$ cat src/rtl/vga_scan_fetch.sv
// vga_scan_fetch: 640x480@60 raster generator (50 MHz clk, /2 pixel tick) that
// fetches a 4x-scaled 160x120 RGB565 framebuffer and drives RGB332 + syncs.
`timescale 1ns/1ps
module vga_scan_fetch #(
  parameter int H_VISIBLE = 640,
  parameter int H_FRONT   = 16,
  parameter int H_SYNC    = 96,
  parameter int H_BACK    = 48,
  parameter int V_VISIBLE = 480,
  parameter int V_FRONT   = 10,
  parameter int V_SYNC    = 2,
  parameter int V_BACK    = 33,
  parameter int FB_WIDTH  = H_VISIBLE / 4
) (
  input  logic        clk,
  input  logic        rst_n,
  input  logic        enable,
  input  logic [23:0] base_address,
  output logic [23:0] vga_address,
  input  logic [15:0] vga_data,
  output logic        hsync,
  output logic        vsync,
  output logic [2:0]  red,
  output logic [2:0]  green,
  output logic [1:0]  blue,
  output logic        frame_start
);
  localparam int H_TOTAL = H_VISIBLE + H_FRONT + H_SYNC + H_BACK;
  localparam int V_TOTAL = V_VISIBLE + V_FRONT + V_SYNC + V_BACK;

  localparam logic [9:0]  H_VIS_END  = 10'(H_VISIBLE);
  localparam logic [9:0]  H_SYNC_LO  = 10'(H_VISIBLE + H_FRONT);
  localparam logic [9:0]  H_SYNC_HI  = 10'(H_VISIBLE + H_FRONT + H_SYNC - 1);
  localparam logic [9:0]  H_LAST     = 10'(H_TOTAL - 1);
  localparam logic [9:0]  V_VIS_END  = 10'(V_VISIBLE);
  localparam logic [9:0]  V_SYNC_LO  = 10'(V_VISIBLE + V_FRONT);
  localparam logic [9:0]  V_SYNC_HI  = 10'(V_VISIBLE + V_FRONT + V_SYNC - 1);
  localparam logic [9:0]  V_LAST     = 10'(V_TOTAL - 1);
  localparam logic [23:0] FB_STEP    = 24'(FB_WIDTH);

  logic        r_pix_en;
  logic [9:0]  r_h_count;
  logic [9:0]  r_v_count;
  logic [23:0] r_row_base;
  logic        r_vis1;
  logic        r_hs1;
  logic        r_vs1;

  logic        w_h_vis;
  logic        w_v_vis;
  logic        w_h_sync;
  logic        w_v_sync;
  logic        w_h_last;
  logic        w_v_last;
  logic [23:0] w_col_off;
  logic        w_unused;

  // region decode of the current raster position
  always_comb begin
    w_h_vis   = (r_h_count < H_VIS_END);
    w_v_vis   = (r_v_count < V_VIS_END);
    w_h_sync  = (r_h_count >= H_SYNC_LO) && (r_h_count <= H_SYNC_HI);
    w_v_sync  = (r_v_count >= V_SYNC_LO) && (r_v_count <= V_SYNC_HI);
    w_h_last  = (r_h_count == H_LAST);
    w_v_last  = (r_v_count == V_LAST);
    // each framebuffer column covers four screen pixels
    w_col_off = {16'd0, r_h_count[9:2]};
  end

  // only the RGB332-relevant bits of the RGB565 word are displayed
  assign w_unused = ^{vga_data[12:11], vga_data[7:5], vga_data[2:0]};

  // pixel tick: every other clk
  always_ff @(posedge clk) begin
    if (!rst_n) r_pix_en <= 1'b0;
    else        r_pix_en <= ~r_pix_en;
  end

  // horizontal / vertical raster counters
  always_ff @(posedge clk) begin
    if (!rst_n) begin
      r_h_count <= '0;
      r_v_count <= '0;
    end else if (r_pix_en) begin
      if (w_h_last) begin
        r_h_count <= '0;
        r_v_count <= w_v_last ? '0 : r_v_count + 10'd1;
      end else begin
        r_h_count <= r_h_count + 10'd1;
      end
    end
  end

  // fetch address and row base; row advances every 4th visible line, frame base latched at wrap
  always_ff @(posedge clk) begin
    if (!rst_n) begin
      r_row_base  <= base_address;
      vga_address <= '0;
    end else if (r_pix_en) begin
      vga_address <= (w_h_vis && w_v_vis) ? r_row_base + w_col_off : r_row_base;
      if (w_h_last) begin
        if (w_v_last)
          r_row_base <= base_address;
        else if (w_v_vis && (r_v_count[1:0] == 2'd3))
          r_row_base <= r_row_base + FB_STEP;
      end
    end
  end

  // stage 1: visibility and sync, aligned with the address just issued
  always_ff @(posedge clk) begin
    if (!rst_n) begin
      r_vis1 <= 1'b0;
      r_hs1  <= 1'b1;
      r_vs1  <= 1'b1;
    end else if (r_pix_en) begin
      r_vis1 <= w_h_vis && w_v_vis;
      r_hs1  <= ~w_h_sync;
      r_vs1  <= ~w_v_sync;
    end
  end

  // output stage: RAM data for the stage-1 pixel has arrived by this tick
  always_ff @(posedge clk) begin
    if (!rst_n) begin
      hsync <= 1'b1;
      vsync <= 1'b1;
      red   <= '0;
      green <= '0;
      blue  <= '0;
    end else if (r_pix_en) begin
      hsync <= r_hs1;
      vsync <= r_vs1;
      if (r_vis1 && enable) begin
        red   <= vga_data[15:13];
        green <= vga_data[10:8];
        blue  <= vga_data[4:3];
      end else begin
        red   <= '0;
        green <= '0;
        blue  <= '0;
      end
    end
  end

  // one-clk pulse on the tick that wraps the raster to (0,0)
  always_ff @(posedge clk) begin
    if (!rst_n) frame_start <= 1'b0;
    else        frame_start <= r_pix_en && w_h_last && w_v_last;
  end

endmodule

$ cat config.mk
export PLATFORM = sky130hd
export DESIGN_NAME = vga_scan_fetch
export DESIGN_NICKNAME = d
export VERILOG_FILES = /design/src/rtl/vga_scan_fetch.sv
export SDC_FILE = /design/constraint.sdc
export NUM_CORES = 1
export LEC_CHECK = 0
export BUFFER_PORTS_ARGS = -buffer_cell sky130_fd_sc_hd__clkbuf_2
export CAP_MARGIN = 20
export CORE_MARGIN = 2
export CORE_UTILIZATION = 42
export DETAILED_ROUTE_END_ITERATION = 10
export SLEW_MARGIN = 0
export SYNTH_ARGS = -nofsm -noshare
export SYNTH_HDL_FRONTEND = slang
export SYNTH_SLANG_ARGS = --single-unit
$ cat constraint.sdc
create_clock -name clk -period 5.7 [get_ports clk]
set_input_delay 0.285 -clock clk [delete_from_list [all_inputs] [get_ports clk]]
set_output_delay 0.285 -clock clk [all_outputs]
set_load 0.02 [all_outputs]
# Word-level counts from Yosys, hierarchy flattened
# Index checks and enable logic that the tools add are counted.
dict set report totals {
  elab_cells 53
  ff_bits 83
  out_inout_bits 35
  inputBits 43
}
dict set report classes {
  add_sub_neg 4
  eq_ne 6
  n_lt_le_gt_ge 6
  muxes 11
  bitwise 3
  n_reduce_logical 9
}
# cell n
set ops {}
lappend ops {{$mux 24} 6}
lappend ops {{$add 24x8->24} 1}
lappend ops {{$add 24x8->24 const B} 1}
lappend ops {{$add 10x1->10 const B} 2}
lappend ops {{$eq 10x10->1 const B} 2}
lappend ops {{$mux 10} 2}
lappend ops {{$ge 10x10->1 const B} 1}
lappend ops {{$ge 10x9->1 const B} 1}
lappend ops {{$le 10x10->1 const B} 1}
lappend ops {{$le 10x9->1 const B} 1}
lappend ops {{$lt 10x10->1 const B} 1}
lappend ops {{$lt 10x9->1 const B} 1}
lappend ops {{$logic_and 1x1->1} 7}
lappend ops {{$mux 3} 2}
lappend ops {{$ne 2x1->1 const B} 2}
lappend ops {{$ne 3x1->1 const B} 1}
lappend ops {{$not 1->1} 3}
lappend ops {{$reduce_and 3->1} 1}
lappend ops {{$eq 2x2->1 const B} 1}
lappend ops {{$mux 2} 1}
lappend ops {{$reduce_and 2->1} 1}

# Depth between registers and ports, before layout
# Gate-level depths: netlist of the first run.
dict set report logic_depth {
  word_depth 7
  mapped_depth 8
  depth_no_buf 7
}

# Worst setup path before layout of the first run
# OpenSTA, ideal clock, no wires.
dict set report synth_timing {
  kind {reg-to-reg}
  from {register r_v_count[0]}
  to {register r_row_base[10] (enable)}
  path_stages_with_launch 8
  t_required_ns 5.299
  path_buffers 0
  setup_ns 0.401
  t_arrival_ns 2.153
  synth_period_minus_slack_ns 2.554
  path_slack_ns 3.146
  cell_sequence {dfxtp_1 > inv_1 > ha_1 > nor4b_1 > nand4_1 > nand2_1 > a21oi_1 > a21oi_1}
}
dict set report synth_between {
  elab_chain_cells 4
  elab_cells_between_ends 6
  classes_between {order compare: 1; eq/ne: 3; reduce/logical: 2}
}
# item line_no
set synth_lines {}
lappend synth_lines {{from (decl)} 43} ;# logic [9:0] r_v_count;
lappend synth_lines {{from (signal assigned)} 87} ;# r_v_count <= w_v_last ? '0 : r_v_count + 10'd1;
lappend synth_lines {{$lt 10x9->1 or $eq 2x2->1 (tied branches)} {61, 104}}
lappend synth_lines {{$logic_and 1x1->1} 104} ;# else if (w_v_vis && (r_v_count[1:0] == 2'd3))
lappend synth_lines {{$ne 3x1->1 (no line) (*)} n/a}
lappend synth_lines {{$reduce_and 3->1 (no line) (*)} n/a}
lappend synth_lines {{to (signal assigned)} 97} ;# r_row_base <= base_address;
lappend synth_lines {{to (signal assigned)} 103} ;# r_row_base <= base_address;
lappend synth_lines {{to (signal assigned)} 105} ;# r_row_base <= r_row_base + FB_STEP;
lappend synth_lines {{to (decl)} 44} ;# logic [23:0] r_row_base;
# Every way passes the cells marked *; elsewhere a longest branch is shown, timed or not.
# A chain may end at the register's enable or synchronous reset.

# Worst setup path after layout of the first run
dict set report layout_timing {
  from {register r_v_count[1]}
  to {register r_row_base[16] (enable)}
}
# Same word-level chain as after synthesis.

==> results of run 1 <==
==> metrics by stage <==
step / total power [uW] / hold slack [ns] / instance area (sq um)
2_1_floorplan: 748 / 0.411 / 4330
3_3_place_gp: 793 / 0.434 / 4760
3_5_place_dp: 795 / 0.444 / 4760
4_1_cts: 1260 / 0.130 / 4970
5_1_grt: 1300 / 0.121 / 4970
6_report: 1250 / 0.142 / 4970
==> sequential cells by signal (all words and copies together), names as in the netlist, 2 cells and up <==
register,count
red,3
blue,2
vga_address,24
r_v_count,10
green,3
r_row_base,24
r_h_count,10
==> worst max-delay path by stage <==
stage               slack [ns]             end         start
floorplan                 3.15  r_row_base[10]  r_v_count[0]
CTS                       3.28  r_row_base[17]  r_v_count[1]
global route              3.00  r_row_base[15]  r_v_count[0]
finish                    3.28  r_row_base[16]  r_v_count[1]
detailed placement        3.30  r_row_base[17]  r_v_count[0]
global placement          3.29  r_row_base[15]  r_v_count[0]
==> power breakdown <==
| group | switching (uW) | internal (uW) |
|---|---|---|
| Clock | 222 | 245 |
| Combinational | 75.8 | 47.0 |
| Sequential | 24.7 | 634 |
==> layout make-up <==
cell class	instances	area share [%]
multi-input cells	359	46.0
inverters	7	0.528
repair buffers	72	7.40
clock inverters	7	1.86
well taps	136	3.42
flip-flops and latches	83	38.3
clock buffers	9	2.49
==> cell families after synthesis <==
family	after synthesis	share of synthesized area, %
buf+inv	32	3.21
simple gates	180	21.6
xor+xnor	42	8.49
fa+ha+maj	14	4.22
compound gates	119	17.6
mux	4	0.953
flops	83	43.9
==> layer usage <==
metal | track usage (%) | routed length, microns | vias up
li1 | - | - | 1849
met3 | 3.22 | 538 | 11
met1 | 28.6 | 5230 | 1638
met2 | 27.6 | 4350 | 95
met4 | 6.86 | 142 | 0
met5 | 0 | 0 | -
==> placed cells by master (no fill, tap or decap), drive strengths merged, types with 2 or more instances in the layout <==
master	count
a22o	8
nor3b	2
a31oi	12
nor4	4
clkinvlp	2
ha	13
edfxtp	24
clkinv	4
buf	3
nor2	36
and3	6
o21ai	47
a21o	5
o31ai	3
o2111ai	2
o211ai	6
nand4	15
o2111a	2
bufinv	2
nand3	14
and2	8
mux2i	3
xnor2	21
nor3	16
inv	6
and4	7
a21oi	20
xor2	21
dfxtp	59
clkbuf	78
a211o	2
or2	2
or3	7
nand3b	2
a211oi	7
nand2	56
a311oi	2
nor4b	3
==> critical path: stages, from the launching register on <==
cell and delay, ns:
dfxtp_1 0.38, inv_1 0.08, ha_1 0.13, nor4b_1 0.22
nand4_1 0.29, nand2_1 0.14, buf_4 0.36, a21oi_1 0.07
a21oi_1 0.14, buf_4 0.29
==> run_results.csv, run 1 <==
group,metric,value,unit
min_path,min_from,"vga_data[10]",
cells_and_area,layout-drive-gt1-share,18.6,%
timing,max_slew.worst_pin.slew,0.702,ns
timing,slew_headroom,53.0,%
cells_and_area,nFillCells,1018,
placement,dp_slack,3.30,ns
synth,syn_nets,531,
drt,vias,3593,
global_routing,grt_max_degree,58,
power_and_ir_drop,p_leak,0.00190,uW
worst_setup_path,startpoint_type,"register",
floorplanning,dieWidth,106,microns
synth,ys_types,57,
drt,route.detailed.drc,0,
clock_tree,cts_resized,0,
timing,timing.fmax,413,MHz
worst_setup_path,worstReg2RegEnd,"r_row_base[16]",
min_path,min_to,"green[2]",
drt,final_antenna_net_count,0,
floorplanning,die_y,106,microns
timing,clock_skew,0.0113,ns
synth,synth_edf_count,24,
floorplanning,initial_core_util,42.5,%
run_status,status,"completed",
synth,syn-cell-area,4330,sq um
power_and_ir_drop,cellPowerDensity,251,nW/um^2
global_routing,gr-total-overflow,0,
min_path,hold_path.class,"in -> reg",
worst_setup_path,ff2ff_path_depth,9,
synth,ys_seq_elements,83,
worst_setup_path,reg2reg_from,"r_v_count[1]",
clock_tree,cts_buffers,9,
timing,final.setup.tns,0,ns
worst_setup_path,cp.required,5.75,ns
synth,synth.avg_cell_area,9.14,sq um
cells_and_area,postLayoutCoreUtil,48.8,%
drt,vias_per_cell,5.34,
cells_and_area,multi_input_area,2290,sq um
synth,yosysWarnings,0,
worst_setup_path,rrSetupSlack,3.28,ns
placement,place_congestion,0.810,
global_routing,grt_pass1_vias,3359,
placement,placed_cells,657,
timing,hold_viol_final,0,
cells_and_area,nets,589,
timing,fin_crit_sh,42.5,%
synth,synth_largest_area_cell,"dfxtp_1",
synth,yosys-top-cells-count,"dfxtp_1 (59), nand2_1 (56), nor2_1 (36)",
cells_and_area,instances_no_fill,673,
floorplanning,fp.coreArea,10200,sq um
floorplanning,die_area,11100,sq um
cells_and_area,syn2layout_area_growth,14.9,%
worst_setup_path,arrival,2.47,ns
clock_tree,cts_tree,"yes",
drt,drtIter0Drc,195,
run,drv_cap,0,
timing,rsz0062_at_grt,"false",
drt,drt-wirelength-per-cell,15.2,microns
clock_tree,cts-root-buf,"clkbuf_8",
drt,routed_wirelength,10300,microns
synth,yosysTopAreaCellShare,27.3,%
clock_tree,clk_pin_slew,0.08,ns
placement,port_buffers,69,
floorplanning,ios,78,
worst_setup_path,crit_fanout,43,
cells_and_area,ff_latch_area,1900,sq um
synth,async_reset_ff_share,0,%
worst_setup_path,worst-setup-path-type,"reg -> reg",
clock_tree,cts_max_path_buffers,2,
clock_tree,postCtsHoldBufs,0,
timing,finalMaxSlewViolations,0,
drt,dr.pass1.iters,5,
placement,dp_hpwl,7130,microns
cells_and_area,antenna_cells,0,
synth,yosysMostFrequentCell,"dfxtp_1",
global_routing,grt_pass1_wl,17000,microns
worst_setup_path,worstSetupEndpointType,"register",
min_path,holdPathStages,2,
timing,layout_setup_ws,3.28,ns
timing,fin_crit,2.42,ns
global_routing,antenna_found_initial,0,
floorplanning,rows,37,
clock_tree,cts_max_level,3,
clock_tree,clk_latency,0.37,ns
global_routing,grt_util_all_layers,19.1,%
synth,yosys-top-cells-area,"dfxtp_1 (27%), edfxtp_1 (17%), nand2_1 (4.9%)",
synth,seq_area_frac_synth,43.9,%
timing,setup_viol,0,
synth,yosys_most_used_dff,"dfxtp_1",
clock_tree,cts_sinks,83,
clock_tree,post_cts_buffers,0,
synth,syn_inst,474,
power_and_ir_drop,ir_worst_vdd,0.115,mV
Power figures use the tool's default switching activity.
==> run 2: changes to the inputs <==
PLACE_DENSITY = 0.65   (was not set)
clock period = 2.02 ns   (was 5.7 ns; I/O delays follow)
==> run 2 against run 1 <==
Effect of this change:
- clock skew is 0.0019 ns lower
- global-route usage is 2.1 points higher
- highest routed layer unchanged
- wire length is 12% higher
- combinational power grew to 3.5 times the previous value
- hold slack worse by 0.13 ns
- largest power group unchanged
- design area is 13% higher
- core utilization is 6.2 points higher
- count of clock-buffer cells in the layout is 1 higher
- sequential share of layout area is 4.3 points lower
==> run_results.csv, run 2 (same netlist as run 1, synthesis figures left out) <==
group,metric,value,unit
run_status,status,"completed",
drt,final_antenna_net_count,0,
global_routing,antenna_found_initial,0,
timing,hold_ws,0.00859,ns
worst_setup_path,worstSetupEndpointType,"register",
timing,slew_headroom,55.4,%
worst_setup_path,slowest_stage,"or4_4",
floorplanning,die_y,106,microns
timing,hold_viol_final,0,
global_routing,grt_pass1_vias,3797,
placement,dp_hpwl,8270,microns
clock_tree,clk_latency,0.36,ns
worst_setup_path,cp.required,2.31,ns
floorplanning,initial_core_util,42.5,%
timing,rsz0062_at_grt,"true",
cells_and_area,largestRegisters,"r_row_base (24), vga_address (24)",
placement,place_congestion,0.919,
min_path,hold_path.class,"in -> reg",
global_routing,grt_max_degree,42,
power_and_ir_drop,cellPowerDensity,643,nW/um^2
cells_and_area,layout_common_cells,"clkbuf_2 (69), dfxtp_1 (57), nand2_1 (56), buf_4 (47), nor2_1 (36)",
floorplanning,rows,37,
power_and_ir_drop,total_power,3600,uW
cells_and_area,postLayoutCoreUtil,55.0,%
power_and_ir_drop,p_leak,0.00220,uW
floorplanning,die_area,11100,sq um
clock_tree,cts_max_level,3,
timing,fin_crit_sh,99.8,%
floorplanning,ios,78,
timing,clock_skew,0.00944,ns
cells_and_area,antenna_cells,0,
drt,dr.pass1.iters,4,
worst_setup_path,cp_cell_sequence,"ha_2 > fa_2 > a211oi_2 > or2_4 > a21o_4 > or4_4 > a31oi_1",
timing,finalMaxSlewViolations,0,
timing,max_slew.worst_pin.slew,0.666,ns
drt,route.detailed.drc,0,
cells_and_area,nets,645,
clock_tree,cts_buffers,9,
cells_and_area,layout-drive-gt1-share,28.7,%
floorplanning,dieWidth,106,microns
clock_tree,clk_pin_slew,0.08,ns
timing,fin_crit,2.02,ns
worst_setup_path,max_stage_delay,0.40,ns
placement,port_buffers,69,
clock_tree,cts_tree,"yes",
worst_setup_path,crit_fanout,6,
worst_setup_path,critPathBufInv,0,
cells_and_area,syn2layout_area_growth,29.5,%
worst_setup_path,arrival,2.30,ns
worst_setup_path,rrSetupSlack,0.004,ns
global_routing,grt_util_all_layers,21.2,%
timing,timing.fmax,496,MHz
clock_tree,cts_max_path_buffers,2,
drt,drt-wirelength-per-cell,15.8,microns
drt,vias_per_cell,5.41,
floorplanning,fp.coreArea,10200,sq um
worst_setup_path,path_delay_family,"simple AND/OR/NAND/NOR gates",
worst_setup_path,startpoint_type,"register",
timing,setup_viol,0,
drt,vias,3943,
clock_tree,cts_sinks,83,
drt,routed_wirelength,11500,microns
timing,final.setup.tns,0,ns
run,drv_cap,0,
global_routing,gr-total-overflow,0,
clock_tree,cts-root-buf,"clkbuf_8",
cells_and_area,final_common_cell,"clkbuf_2",
worst_setup_path,worst-setup-path-type,"reg -> reg",
power_and_ir_drop,ir_worst_vdd,0.292,mV
global_routing,grt_pass1_wl,18900,microns
drt,drtIter0Drc,267,
==> run 2: changes by cell type in the layout (fill, tap and decap cells not counted), moves of 4 or more <==
| cell | previous run | this run |
|---|---|---|
| buf_4 | 3 | 47 |
| dlygate4sd3_1 | 0 | 8 |
| o21ai_1 | 13 | 18 |
| ha_4 | 0 | 4 |
| ha_1 | 13 | 8 |
| o21ai_0 | 33 | 28 |
==> run 2: worst paths after layout <==
| path | end | depth (start not counted) | startpoint |
|---|---|---|---|
| min reg2reg | r_hs1 | 2 | r_hs1 |
| min | r_row_base[12] | 3 | base_address[12] |
| max | vga_address[10] | 7 | r_row_base[0] |
| max reg2reg | vga_address[10] | 7 | r_row_base[0] |
==> run 2: power breakdown <==
part / total, uW / switching, uW / internal (uW) / leakage, uW
Clock: 1320 / 624 / 699 / 0.000103
Sequential: 1850 / 61.7 / 1790 / 0.000714
Combinational: 430 / 246 / 183 / 0.00139
==> run 2: tightest hold or removal path: cells and delay by family <==
kind,cells,cell delay (ns)
AOI/OAI and AO/OA,1,0.05
buffers and inverters,1,0.07
and+or+nand+nor,1,0.03
==> run 2: per-layer routing <==
| metal | part of all wire [%] | routed length [microns] | track usage, % |
|---|---|---|---|
| met5 | 0 | 0 | 0 |
| met4 | 2.6 | 301 | 8.46 |
| met3 | 6.5 | 749 | 3.83 |
| met2 | 45 | 5190 | 32.6 |
| met1 | 46 | 5290 | 29.5 |
==> run 2: layout make-up <==
| class | instances | area, sq um |
|---|---|---|
| multi-input combinational | 360 | 2450 |
| tap | 136 | 170 |
| clock inverter | 6 | 88.8 |
| fill | 949 | 4580 |
| timing repair buffer | 127 | 838 |
| sequential | 83 | 1900 |
| clock buffer | 10 | 128 |
| inverter | 7 | 26.3 |
==> run 2: what timing repair did <==
action | CTS | global route
pin swaps | 4 | 5
buffers inserted | 2 | 2
gates cloned | 1 | 0
endpoints found under the setup margin | 13 | 36
endpoints found under the hold margin | 8 | 0
resized for setup | 8 | 18
hold buffers | 8 | 0
==> run 2: stage by stage <==
step | std cells | area [sq um] | worst slack (ns)
finish | 729 | 5610 | 0.00354
CTS | 727 | 5520 | -0.00552
global route | 729 | 5610 | -0.0707
floorplan | 474 | 4350 | 0.0393
global placement | 700 | 5140 | -0.0256
detailed placement | 700 | 5140 | -0.0898
==> run 3: changes to the inputs <==
GPL_TIMING_DRIVEN = 0   (was not set)
==> run 3 against run 2 <==
Effect of this change:
- the run now ends with negative setup slack left
- design area up 3.5%
- die area unchanged
- non-clock buffer count up 6
- hold slack worse by 0.0015 ns
- register-to-register slack worse by 0.05 ns
- final cell count up 0.82%
- global-route usage up 1.2 points
- fmax down 2.6%
- wire length up 9.9%
- first-iteration DRC count down 20%
- sequential share of layout area down 0.96 points
- critical endpoint is now r_row_base[7]
- largest cell class unchanged
- largest power group unchanged
==> run_results.csv, run 3 (same netlist as run 1, synthesis figures left out) <==
group,metric,value,unit
run_status,status,"finished with violations",
run_status,violations,"negative setup slack",
floorplanning,initial_core_util,42.5,%
drt,vias_per_cell,5.53,
drt,vias,4062,
cells_and_area,nets,651,
timing,setup_viol,17,
global_routing,grt_pass1_wl,19700,microns
worst_setup_path,worst-setup-path-type,"reg -> reg",
worst_setup_path,worstSetupEndpointType,"register",
global_routing,grt_max_degree,20,
clock_tree,cts_tree,"yes",
floorplanning,fp.coreArea,10200,sq um
worst_setup_path,startpoint_type,"register",
cells_and_area,syn2layout_area_growth,34.0,%
timing,rsz0062_at_grt,"true",
placement,dp_slack,-0.527,ns
clock_tree,cts_buffers,9,
power_and_ir_drop,ir_worst_vdd,0.287,mV
power_and_ir_drop,p_leak,0.00223,uW
global_routing,grt_util_all_layers,22.4,%
cells_and_area,postLayoutCoreUtil,57.0,%
min_path,hold_path.class,"in -> reg",
timing,fin_crit_sh,102,%
min_path,holdPathStages,3,
global_routing,gr-total-overflow,0,
global_routing,grt_pass1_vias,3813,
power_and_ir_drop,total_power,3650,uW
cells_and_area,antenna_cells,0,
timing,fin_crit,2.07,ns
clock_tree,clk_pin_slew,0.09,ns
worst_setup_path,ff2ff_path_depth,8,
floorplanning,rows,37,
timing,clock_skew,0.0107,ns
timing,slew_headroom,56.3,%
clock_tree,cts_max_level,3,
worst_setup_path,crit_start,"r_v_count[1]",
floorplanning,die_area,11100,sq um
floorplanning,dieWidth,106,microns
timing,hold_viol_final,0,
drt,final_antenna_net_count,0,
timing,finalMaxSlewViolations,0,
floorplanning,die_y,106,microns
drt,drt-wirelength-per-cell,17.2,microns
placement,dp_hpwl,8190,microns
drt,dr.pass1.iters,7,
cells_and_area,final_common_cell,"clkbuf_2",
floorplanning,ios,78,
cells_and_area,layout_common_cells,"clkbuf_2 (75), nand2_1 (55), dfxtp_1 (52), nor2_1 (36), o21ai_0 (30)",
min_path,min_from,"base_address[14]",
run,drv_cap,0,
worst_setup_path,worstReg2RegEnd,"r_row_base[7]",
clock_tree,cts_sinks,83,
worst_setup_path,reg2reg_from,"r_v_count[1]",
placement,placed_cells,679,
placement,place_congestion,0.861,
drt,drtIter0Drc,214,
clock_tree,clk_latency,0.37,ns
timing,layout_setup_ws,-0.0501,ns
worst_setup_path,rrSetupSlack,-0.05,ns
placement,port_buffers,69,
drt,route.detailed.drc,0,
timing,max_slew.worst_pin.slew,0.653,ns
clock_tree,cts_max_path_buffers,2,
cells_and_area,largestRegisters,"r_row_base (24), vga_address (24)",
global_routing,antenna_found_initial,0,
power_and_ir_drop,cellPowerDensity,629,nW/um^2
drt,routed_wirelength,12700,microns
clock_tree,cts-root-buf,"clkbuf_8",
timing,hold_ws,0.00704,ns
worst_setup_path,crit_fanout,5,
cells_and_area,instances_no_fill,735,
timing,timing.fmax,483,MHz
worst_setup_path,arrival,2.17,ns
cells_and_area,layout-drive-gt1-share,29.5,%
min_path,min_to,"r_row_base[14]",
worst_setup_path,cp.required,2.12,ns
run 3: worst max path at each step:
stage	end	slack, ns	depth (start not counted)
2_1_floorplan	vga_address[18]	0.04	7
3_3_place_gp	r_row_base[21]	-0.44	7
3_5_place_dp	r_row_base[17]	-0.53	7
4_1_cts	vga_address[19]	-0.05	6
5_1_grt	vga_address[13]	-0.14	6
6_report	r_row_base[7]	-0.05	8
run 3: power breakdown:
group | leakage [uW] | internal [uW] | switching (uW) | total, uW
Combinational | 0.00141 | 203 | 267 | 470
Sequential | 0.000717 | 1790 | 67.3 | 1850
Clock | 0.000103 | 691 | 637 | 1330
Total | 0.00223 | 2680 | 971 | 3650
run 3: cell type report:
cell class / instances / area [sq um]
multi-input combinational: 360 / 2590
clock inverter: 7 / 92.6
clock buffer: 9 / 124
timing repair buffer: 111 / 772
fill: 929 / 4380
buffer: 22 / 109
inverter: 7 / 30.0
sequential: 83 / 1920
tap: 136 / 170
run 3: worst max-delay path, cell delays in order, from the launching register on:
cell and delay, ns:
dfxtp_4 0.36, inv_1 0.05, ha_1 0.14, nor4b_4 0.18, nand4_1 0.25, nand2_4 0.20, a21oi_1 0.08, a21oi_4 0.32
clkbuf_16 0.22
run 3: routing by layer:
layer | global-route usage [%] | share of wire, % | vias to the layer above | wire length, microns
li1 | - | - | 1976 | -
met1 | 31.0 | 46 | 1947 | 5850
met2 | 35.8 | 47 | 125 | 5950
met3 | 2.97 | 5.2 | 14 | 657
met4 | 8.46 | 1.8 | 0 | 223
met5 | 0 | 0 | - | 0
run 3: what timing repair did:
action | in CTS | in global routing
gates resized for setup | 29 | 33
hold buffers | 11 | 0
setup endpoints to repair | 71 | 70
gates cloned | 1 | 3
buffers inserted | 20 | 8
hold endpoints to repair | 11 | 0
pin swaps | 14 | 19
run 3: per-stage QoR:
stage               instance area, sq um  setup TNS (ns)
finish                              5800          -0.660
global route                        5800           -2.61
CTS                                 5550          -0.159
detailed placement                  4870          -19.16
global placement                    4870          -14.88
floorplan                           4350               0
